--- src/rtl/mdu_pkg.sv ---
// Shared types and constants for the iterative multiply/divide unit.
// The HI/LO select encoding matches the datapath hi_lo control.
package mdu_pkg;

    localparam int unsigned MDU_WIDTH = 32;
    localparam int unsigned MDU_ITER  = 32;

    localparam logic SEL_LO = 1'b0;
    localparam logic SEL_HI = 1'b1;

    typedef enum logic [1:0] {
        IDLE,
        MUL,
        DIV
    } state_e;

endpackage

--- src/rtl/mdu_sequencer_if.sv ---
// EX-stage <-> multiply/divide unit bundle: issue, mthi/mtlo, mfhi/mflo and status.
interface mdu_sequencer_if #(
    parameter int unsigned WIDTH = mdu_pkg::MDU_WIDTH
);

    logic             start_mul;
    logic             start_div;
    logic [WIDTH-1:0] op_a;
    logic [WIDTH-1:0] op_b;
    logic             mt_we;
    logic             mt_sel;
    logic [WIDTH-1:0] mt_data;
    logic             mf_req;
    logic             mf_sel;
    logic             flush;
    logic [WIDTH-1:0] mf_data;
    logic             stall;
    logic             busy;
    logic             done;
    logic [WIDTH-1:0] hi;
    logic [WIDTH-1:0] lo;

    modport master (
        output start_mul, start_div, op_a, op_b, mt_we, mt_sel, mt_data, mf_req, mf_sel, flush,
        input  mf_data, stall, busy, done, hi, lo
    );

    modport slave (
        input  start_mul, start_div, op_a, op_b, mt_we, mt_sel, mt_data, mf_req, mf_sel, flush,
        output mf_data, stall, busy, done, hi, lo
    );

endinterface

--- src/rtl/mdu_step.sv ---
// One combinational iteration: radix-2 shift-add multiply or restoring divide.
// Accumulator layout is {rem/hi (WIDTH+1), quotient/lo (WIDTH)} in both modes.
module mdu_step
    import mdu_pkg::*;
#(
    parameter int unsigned WIDTH = MDU_WIDTH
) (
    input  state_e             mode_i,
    input  logic [2*WIDTH:0]   acc_i,
    input  logic [WIDTH-1:0]   operand_i,
    output logic [2*WIDTH:0]   acc_o
);

    logic [WIDTH:0]   sum;
    logic [WIDTH+1:0] shifted;
    logic [WIDTH+1:0] diff;

    always_comb begin
        sum     = {1'b0, acc_i[2*WIDTH-1:WIDTH]} + (acc_i[0] ? {1'b0, operand_i} : '0);
        shifted = {acc_i[2*WIDTH:WIDTH], acc_i[WIDTH-1]};
        diff    = shifted - {2'b00, operand_i};
        acc_o   = acc_i;
        case (mode_i)
            // Multiplier sits in the low half and shifts out as product bits shift in.
            MUL: acc_o = {1'b0, sum, acc_i[WIDTH-1:1]};
            // Borrow out of diff means the trial subtraction fails: restore.
            DIV: acc_o = diff[WIDTH+1] ? {shifted[WIDTH:0], acc_i[WIDTH-2:0], 1'b0}
                                       : {diff[WIDTH:0], acc_i[WIDTH-2:0], 1'b1};
            default: ;
        endcase
    end

endmodule

--- src/rtl/mdu_sequencer.sv ---
// HI/LO owner for the pipeline: sequences multu/divu one bit per cycle, handles
// mthi/mtlo, serves mfhi/mflo combinationally and stalls accesses while busy.
module mdu_sequencer
    import mdu_pkg::*;
#(
    parameter int unsigned WIDTH = MDU_WIDTH,
    parameter int unsigned ITER  = MDU_ITER
) (
    input logic            Clk,
    input logic            reset_n,
    mdu_sequencer_if.slave bus
);

    localparam int unsigned AccW = 2 * WIDTH + 1;
    localparam int unsigned CntW = (ITER > 1) ? $clog2(ITER) : 1;

    state_e            state_q, state_d;
    logic [CntW-1:0]   cnt_q, cnt_d;
    logic [AccW-1:0]   acc_q, acc_d;
    logic [AccW-1:0]   acc_step;
    logic [WIDTH-1:0]  opnd_q, opnd_d;
    logic [WIDTH-1:0]  hi_q, hi_d;
    logic [WIDTH-1:0]  lo_q, lo_d;
    logic              done_q, done_d;
    logic              busy;

    mdu_step #(
        .WIDTH (WIDTH)
    ) u_step (
        .mode_i    (state_q),
        .acc_i     (acc_q),
        .operand_i (opnd_q),
        .acc_o     (acc_step)
    );

    always_ff @(posedge Clk or negedge reset_n) begin
        if (!reset_n) begin
            state_q <= IDLE;
            cnt_q   <= '0;
            acc_q   <= '0;
            opnd_q  <= '0;
            hi_q    <= '0;
            lo_q    <= '0;
            done_q  <= 1'b0;
        end else begin
            state_q <= state_d;
            cnt_q   <= cnt_d;
            acc_q   <= acc_d;
            opnd_q  <= opnd_d;
            hi_q    <= hi_d;
            lo_q    <= lo_d;
            done_q  <= done_d;
        end
    end

    always_comb begin
        state_d = state_q;
        cnt_d   = cnt_q;
        acc_d   = acc_q;
        opnd_d  = opnd_q;
        hi_d    = hi_q;
        lo_d    = lo_q;
        done_d  = 1'b0;
        case (state_q)
            IDLE: begin
                if (!bus.flush) begin
                    // A start overrides a same-cycle mt write: the result rewrites both halves.
                    if (bus.start_mul) begin
                        state_d = MUL;
                        cnt_d   = '0;
                        acc_d   = {{(WIDTH + 1){1'b0}}, bus.op_b};
                        opnd_d  = bus.op_a;
                    end else if (bus.start_div) begin
                        state_d = DIV;
                        cnt_d   = '0;
                        acc_d   = {{(WIDTH + 1){1'b0}}, bus.op_a};
                        opnd_d  = bus.op_b;
                    end else if (bus.mt_we) begin
                        if (bus.mt_sel == SEL_HI) hi_d = bus.mt_data;
                        else                      lo_d = bus.mt_data;
                    end
                end
            end
            MUL, DIV: begin
                if (bus.flush) begin
                    state_d = IDLE;
                    cnt_d   = '0;
                end else begin
                    acc_d = acc_step;
                    cnt_d = cnt_q + 1'b1;
                    if (cnt_q == CntW'(ITER - 1)) begin
                        // Product and {remainder, quotient} share the same slice positions.
                        hi_d    = acc_step[2*WIDTH-1:WIDTH];
                        lo_d    = acc_step[WIDTH-1:0];
                        done_d  = 1'b1;
                        state_d = IDLE;
                        cnt_d   = '0;
                    end
                end
            end
            default: state_d = IDLE;
        endcase
    end

    assign busy        = (state_q != IDLE);
    assign bus.busy    = busy;
    assign bus.done    = done_q;
    assign bus.stall   = busy & (bus.start_mul | bus.start_div | bus.mf_req | bus.mt_we);
    assign bus.hi      = hi_q;
    assign bus.lo      = lo_q;
    assign bus.mf_data = (bus.mf_sel == SEL_HI) ? hi_q : lo_q;

endmodule

--- src/flat_wrapper.sv ---
// flat-port wrapper written by rule: the top's interface ports become plain ports
module mdu_sequencer_flat import mdu_pkg::*;
#(
    parameter int unsigned WIDTH = MDU_WIDTH,
    parameter int unsigned ITER  = MDU_ITER
)
  (Clk, reset_n, bus_start_mul, bus_start_div, bus_op_a, bus_op_b, bus_mt_we, bus_mt_sel, bus_mt_data, bus_mf_req, bus_mf_sel, bus_flush, bus_mf_data, bus_stall, bus_busy, bus_done, bus_hi, bus_lo);
  mdu_sequencer_if #(.WIDTH(WIDTH)) bus_i ();
  input logic Clk;
  input logic reset_n;
  input wire logic [$bits(bus_i.start_mul)-1:0] bus_start_mul;
  input wire logic [$bits(bus_i.start_div)-1:0] bus_start_div;
  input wire logic [$bits(bus_i.op_a)-1:0] bus_op_a;
  input wire logic [$bits(bus_i.op_b)-1:0] bus_op_b;
  input wire logic [$bits(bus_i.mt_we)-1:0] bus_mt_we;
  input wire logic [$bits(bus_i.mt_sel)-1:0] bus_mt_sel;
  input wire logic [$bits(bus_i.mt_data)-1:0] bus_mt_data;
  input wire logic [$bits(bus_i.mf_req)-1:0] bus_mf_req;
  input wire logic [$bits(bus_i.mf_sel)-1:0] bus_mf_sel;
  input wire logic [$bits(bus_i.flush)-1:0] bus_flush;
  output wire logic [$bits(bus_i.mf_data)-1:0] bus_mf_data;
  output wire logic [$bits(bus_i.stall)-1:0] bus_stall;
  output wire logic [$bits(bus_i.busy)-1:0] bus_busy;
  output wire logic [$bits(bus_i.done)-1:0] bus_done;
  output wire logic [$bits(bus_i.hi)-1:0] bus_hi;
  output wire logic [$bits(bus_i.lo)-1:0] bus_lo;
  assign bus_i.start_mul = bus_start_mul;
  assign bus_i.start_div = bus_start_div;
  assign bus_i.op_a = bus_op_a;
  assign bus_i.op_b = bus_op_b;
  assign bus_i.mt_we = bus_mt_we;
  assign bus_i.mt_sel = bus_mt_sel;
  assign bus_i.mt_data = bus_mt_data;
  assign bus_i.mf_req = bus_mf_req;
  assign bus_i.mf_sel = bus_mf_sel;
  assign bus_i.flush = bus_flush;
  assign bus_mf_data = bus_i.mf_data;
  assign bus_stall = bus_i.stall;
  assign bus_busy = bus_i.busy;
  assign bus_done = bus_i.done;
  assign bus_hi = bus_i.hi;
  assign bus_lo = bus_i.lo;
  mdu_sequencer #(.WIDTH(WIDTH), .ITER(ITER)) u_core (.Clk(Clk), .reset_n(reset_n), .bus(bus_i));
endmodule
--- config.mk ---
export PLATFORM = sky130hd
export DESIGN_NAME = mdu_sequencer_flat
export DESIGN_NICKNAME = d
export VERILOG_FILES = /design/src/rtl/mdu_pkg.sv /design/src/rtl/mdu_sequencer_if.sv /design/src/rtl/mdu_step.sv /design/src/rtl/mdu_sequencer.sv /design/src/flat_wrapper.sv
export SDC_FILE = /design/constraint.sdc
export NUM_CORES = 1
export LEC_CHECK = 0
export BUFFER_PORTS_ARGS = -buffer_cell sky130_fd_sc_hd__buf_2
export CORE_MARGIN = 8
export CORE_UTILIZATION = 37
export CTS_BUF_LIST = sky130_fd_sc_hd__clkbuf_4
export CTS_CLUSTER_SIZE = 25
export DETAILED_ROUTE_END_ITERATION = 6
export PLACE_DENSITY = 0.52
export SYNTH_ARGS = -nofsm -noshare
export SYNTH_HDL_FRONTEND = slang
export SYNTH_HIERARCHICAL = 1
export SYNTH_SLANG_ARGS = --single-unit
--- constraint.sdc ---
create_clock -name Clk -period 7.9 [get_ports Clk]
set_input_delay 1.185 -clock Clk [delete_from_list [all_inputs] [get_ports Clk]]
set_output_delay 1.185 -clock Clk [all_outputs]
set_load 0.01 [all_outputs]
Yosys cells after proc, flatten, opt, wreduce, memory -nomap -nowiden. Cells that the tools add are included.

Multiply operators: 0. Multiplexer cells: 42. Eq/ne operators: 14. Div/mod/pow operators: 0. $lt $le $gt $ge: 0. Add/sub/neg operators: 3. Reductions and logical operators: 12. Bitwise logic cells: 5. Shift-type cells: 0.

Operators by type and width (count): $mux 32 (18); $mux 65 (5); $pmux 65 s2 (2); $pmux 32 s2 (2); $sub 34x32->34 (1); $add 32x33->33 (1); $mux 5 (5); $reduce_and 8->1 (2); $ne 2x2->1 const B (7); $mux 2 (5); $pmux 5 s2 (1); $reduce_and 3->1 (3); $reduce_bool 2->1 (3); $add 5x1->5 const B (1); $eq 5x5->1 const B (1); $reduce_and 5->1 (1); $pmux 2 s2 (1); $reduce_and 4->1 (1); $mux 1 (3); $ne 3x1->1 const B (1); $ne 3x2->1 const B (1); $ne 3x3->1 const B (1); $or 1x1->1 (3); $eq 2x1->1 const B (1); other kinds (6) (6).

Bits in registers: 169. Word-level logic and storage cells: 84. Bits in latches: 0. Bits in writable memories: 0. Memories kept: 0. Memory bits (read-only): 0. Bits of input ports: 105. Output and inout port bits: 99.

Logic depth before layout (Yosys ltp).
Depth in word-level cells: 6. Mapped depth: 16. Mapped depth without buffers: 14.

By module. The synthesis kept the hierarchy.

Modules (own cells, without submodules): mdu_sequencer (cells an instance 892, instances 1, seq. area each 4229.1 um^2, area each 8162.8 um^2); mdu_step (cells an instance 795, instances 1, seq. area each 0.0 um^2, area each 5286.3 um^2).

Worst setup path before layout. OpenSTA, ideal clock, no wires.

Kind: register -> register. From: reg u_core.acc_q[0]. To: reg u_core.hi_q[27], in the netlist u_core/bus.hi[27]. Data arrival time: 3203 ps. Slack: 4560 ps. Data required time: 7763 ps. Stages on the path, launching flop included: 16. Period minus slack after synthesis: 3340 ps. Setup time: 137 ps. Buffers on the path: 1. Path through: dfrtp_1 -> clkbuf_1 -> and2_1 -> ha_1 -> fa_1 -> a211oi_1 -> o21ai_0 -> and2_1 -> a21oi_2 -> o21a_1 -> o31ai_1 -> or3_1 -> a32oi_1 -> nand3_1 -> a21oi_1 -> a21oi_1.

Word-level cells in the longest chain between the ends: 6.

RTL lines: start, declared (RTL line mdu_sequencer.sv:19) `logic [AccW-1:0] acc_q, acc_d;`; start signal, assigned (RTL line mdu_sequencer.sv:40) `acc_q <= '0;`; start signal, assigned (RTL line mdu_sequencer.sv:48) `acc_q <= acc_d;`; $mux 32 (RTL line mdu_step.sv:19) `sum = {1'b0, acc_i[2*WIDTH-1:WIDTH]} + (acc_i[0] ? {1'b0, operand_i} : '0);`; $add 32x33->33 (RTL line mdu_step.sv:19); $pmux 65 s2 (RTL line mdu_step.sv:23) `case (mode_i)`; via u_core.acc_step[59] (RTL line mdu_sequencer.sv:20) `logic [AccW-1:0] acc_step;`; $mux 32 (RTL line mdu_sequencer.sv:91) `if (cnt_q == CntW'(ITER - 1)) begin`; $mux 32 (RTL line mdu_sequencer.sv:85) `if (bus.flush) begin`; $pmux 32 s2 (RTL line mdu_sequencer.sv:64) `case (state_q)`; end signal, assigned (RTL line mdu_sequencer.sv:50) `hi_q <= hi_d;`; end, declared (RTL line mdu_sequencer.sv:22) `logic [WIDTH-1:0] hi_q, hi_d;`.

The timed path passes the listed nets, and every way through them passes these cells. The select of a mux whose other input is x is not followed. A chain may end at the register's enable or synchronous reset.

Worst setup path after layout.
From: reg u_core.opnd_q[1]. To: reg u_core.hi_q[20], in the netlist u_core/bus.hi[20].

Word-level cells in the longest chain between the ends: 6. Elaborated cells on any way between the ends: 8. Those cells by class: add/sub: 2; mux: 6.

RTL lines: start, declared (RTL line mdu_sequencer.sv:21) `logic [WIDTH-1:0] opnd_q, opnd_d;`; start signal, assigned (RTL line mdu_sequencer.sv:49) `opnd_q <= opnd_d;`; $sub 34x32->34 or $mux 32 (tied branches) (RTL line mdu_step.sv:21, mdu_step.sv:19); $mux 65 or $add 32x33->33 (tied branches) (RTL line mdu_step.sv:27, mdu_step.sv:19); $pmux 65 s2 (*) (RTL line mdu_step.sv:23); via u_core.acc_step[52] (RTL line mdu_sequencer.sv:20); $mux 32 (*) (RTL line mdu_sequencer.sv:91); $mux 32 (*) (RTL line mdu_sequencer.sv:85); $pmux 32 s2 (*) (RTL line mdu_sequencer.sv:64).

The timed path passes the listed nets; every way through them passes the cells marked *. The select of a mux whose other input is x is not followed.

==> results.py <==
metrics = {
    "sta": {
        "hold_viol": 0,
        "slew_viol_final": 0,
        "rsz0062_at_grt": "false",
        "worst_clock_skew_ns": 0.0417,
        "whs_ns": 0.489,
        "max_slew.worst_pin.slew_ns": 1.24,
        "setup_viol": 0,
        "timing.fmax_mhz": 228,
        "slew_headroom_pct": 16.7,
        "fin_crit_ns": 4.39,
        "final.setup.tns_ns": 0,
        "period_share_pct": 55.6,
    },
    "cts": {
        "cts_resized": 0,
        "cts_buffer_depth": 2,
        "cts_root_buffer": "clkbuf_4",
        "numCtsBuffers": 17,
        "insertion_delay_ns": 0.60,
        "cts_sinks": 169,
        "post-cts-setup-buffers": 0,
        "cts_tree": "done",
        "clkSlewWorstSetupHoldPaths_ns": 0.18,
        "htree_levels": 4,
        "postCtsHoldBufs": 0,
    },
    "placement": {
        "io_buffers": 203,
        "dp_hpwl_um": 35000,
        "place_congestion": 0.894,
    },
    "setup_path": {
        "cp.arrival_ns": 4.92,
        "worstPathMaxFanout": 23,
        "r2r_cells": 14,
        "cp_top_family": "compound AO/OA/AOI/OAI gates",
        "path_cells": "inv_1, ha_1, nor2b_1, o2111ai_1, a21oi_1, o21ai_0, nand3_1, and3b_4, nor3_4, buf_4, mux2i_1, o21ai_1, a21oi_1, a21oi_1",
        "r2r-end": "u_core/bus.hi[20]",
        "rr_startpoint": "u_core/opnd_q[1]",
        "critPathMaxStageDelay_ns": 0.78,
        "setup.worst_path.class": "reg -> reg",
        "crit_buf_inv": 2,
        "critPathCaptureType": "flop",
        "setup.worst_path.start_class": "flop",
        "cpMaxStageDelayCell": "nor3_4",
        "critPathMostFrequentCell": "a21oi_1",
        "worstPathRequired_ns": 8.43,
        "r2r_slack_ns": 3.51,
    },
    "routing": {
        "via_count": 13000,
        "wl_um": 47200,
        "drcViolationCount": 0,
        "via_per_inst": 5.66,
        "drtIter0Drc": 1156,
        "routedWlPerCell_um": 20.6,
        "ant_nets": 0,
        "dr.pass1.iters": 5,
    },
    "final_layout": {
        "mostFrequentLayoutCells": "a21oi_1, buf_2, nand2_1",
        "fillers": 3732,
        "final_common_cell": "a21oi_1",
        "drive_above_1_share_pct": 16.8,
        "nets": 1986,
        "area_growth_pct": 11.7,
    },
    "die": {
        "dieArea_um2": 42700,
        "start_util_pct": 37.2,
        "die-width_um": 207,
        "die_h_um": 207,
        "rows": 70,
        "ios": 204,
        "coreArea_um2": 36200,
    },
    "power_and_ir_drop": {
        "max-vdd-ir-drop_uv": 275,
        "switching_power_mw": 3.04,
        "p_total_mw": 5.62,
        "pwr-share-clk_pct": 9.4,
        "switching_share_pct": 54.1,
        "seq_power_share_pct": 28.7,
        "power_density_nw_per_um2": 374,
        "cell_internal_pwr_mw": 2.58,
        "comb_power_share_pct": 61.9,
        "p_leak_nw": 6.71,
    },
    "run": {
        "drv_cap": 0,
    },
    "yosys": {
        "syn-instance-count": 1687,
        "synth_top_cell_area_share_pct": 31.4,
        "syn_area_um2": 13400,
        "synth_edf_count": 0,
        "synth-seq-cells": 169,
        "synth_area_leaders": "dfrtp_1, a21oi_1, mux2i_1, ha_1, nand2_1",
        "synth_area_per_cell_um2": 7.97,
        "synth.distinct_cells": 80,
        "synth_ff_type": "dfrtp_1",
        "syn_nets": 1863,
        "yosysWarnings": 6,
        "synth.largest_area_cell": "dfrtp_1",
        "seq_area_frac_synth_pct": 31.4,
        "async_reset_ff_share_pct": 100,
    },
    "min_path": {
        "worstHoldEndpoint": "u_core/cnt_q[3]",
        "min_path_type": "reg -> reg",
        "min-delay-start": "u_core/cnt_q[3]",
        "whs_path_depth": 1,
    },
    "global_route": {
        "track_usage_pct": 21.8,
        "first_global_vias": 12400,
        "grt_max_degree": 94,
        "grt_first_pass_wirelength_um": 72500,
        "antenna_found_initial": 6,
        "grt-ovfl-total": 0,
    },
    "run_status": {
        "status": "completed",
    },
}
## worst max-delay path by stage
stage	start	to	slack, ns	depth (start not counted)
after floorplan	u_core/acc_q[0]	u_core/bus.hi[27]	4.56	15
after global placement	u_core/acc_q[34]	u_core/bus.hi[20]	3.63	13
after detailed placement	u_core/acc_q[34]	u_core/bus.hi[28]	3.56	13
after CTS	u_core/opnd_q[1]	u_core/bus.hi[28]	3.56	14
after global routing	u_core/opnd_q[1]	u_core/acc_q[54]	3.19	14
final	u_core/opnd_q[1]	u_core/bus.hi[20]	3.51	14
## final cells by class
cell class	instances	area [um^2]	area share (%)
well taps	468	586	3.90
inverters	53	199	1.32
clock inverters	14	151	1.01
clock buffers	18	135	0.900
diodes	3	7.51	0.0500
repair buffers	218	1140	7.57
multi-input cells	1351	8580	57.1
flip-flops and latches	169	4230	28.2
## registers in the layout (all words and copies together), names as in the netlist
register / cells
u_core/cnt_q: 5
u_core/acc_q: 65
u_core/bus.lo: 32
u_core/opnd_q: 32
u_core/state_q: 2
u_core/bus.hi: 32
u_core/bus.done: 1
## synth_stat cells, drive strengths merged (4+ instances only)
cell type and count:
o211ai 9, inv 53, o31ai 6, o21bai 9, nor3 17, xor2 17
a21o 27, clkbuf 88, a211o 4, o21ai 153, a22oi 49, and2 38
and3 7, a21oi 251, a31oi 6, nand2 188, a2111oi 6, mux2i 95
nand4 14, nand3 22, a32oi 4, dfrtp 169, ha 69, xnor2 32
buf 26, nor2b 43, o221ai 8, or3 5, a211oi 10, nand2b 8
mux2 33, o21a 7, or2 4, nor2 161
## through the flow
stage	setup WS (ns)	instance area, um^2	cells	util, %
5_1_grt	3.19	15000	2293	41.5
4_1_cts	3.56	15000	2291	41.5
3_5_place_dp	3.56	14700	2259	40.7
6_report	3.51	15000	2294	41.5
2_1_floorplan	4.56	13400	1687	-
3_3_place_gp	3.63	14700	2259	40.7
## power groups by stage
| stage | combinational (mW) | clock, mW | sequential (mW) |
|---|---|---|---|
| 2_1_floorplan | 2.35 | 0 | 1.55 |
| 3_3_place_gp | 3.46 | 0 | 1.63 |
| 3_5_place_dp | 3.45 | 0 | 1.62 |
| 4_1_cts | 3.47 | 0.547 | 1.61 |
| 5_1_grt | 3.85 | 0.582 | 1.67 |
| 6_report | 3.48 | 0.529 | 1.61 |
## cells by family (layout without fill, tap and decap cells)
group                      count (synthesis)  in the layout  synth area share [%]
AOI/OAI and AO/OA                        582            582                  25.9
xor gates and xnor gates                  49             49                  3.19
adders and majority gates                 71             71                  6.72
buffers and inverters                    167            303                  5.20
DFF                                      169            169                  31.4
muxes                                    128            128                  9.83
other                                      0              3                     0
and+or+nand+nor                          521            521                  17.7
## per-layer routing
metal  vias to the layer above  part of all wire [%]  track usage (%)  wire, um
met5                         -                 0.085                0        40
met4                         8                   1.5             5.01       687
met3                        50                   6.6             4.10      3100
met2                       401                    43             31.8     20300
met1                      6234                    49             32.7     23100
li1                       6288                     -                -         -
Power figures use the tool's default switching activity.
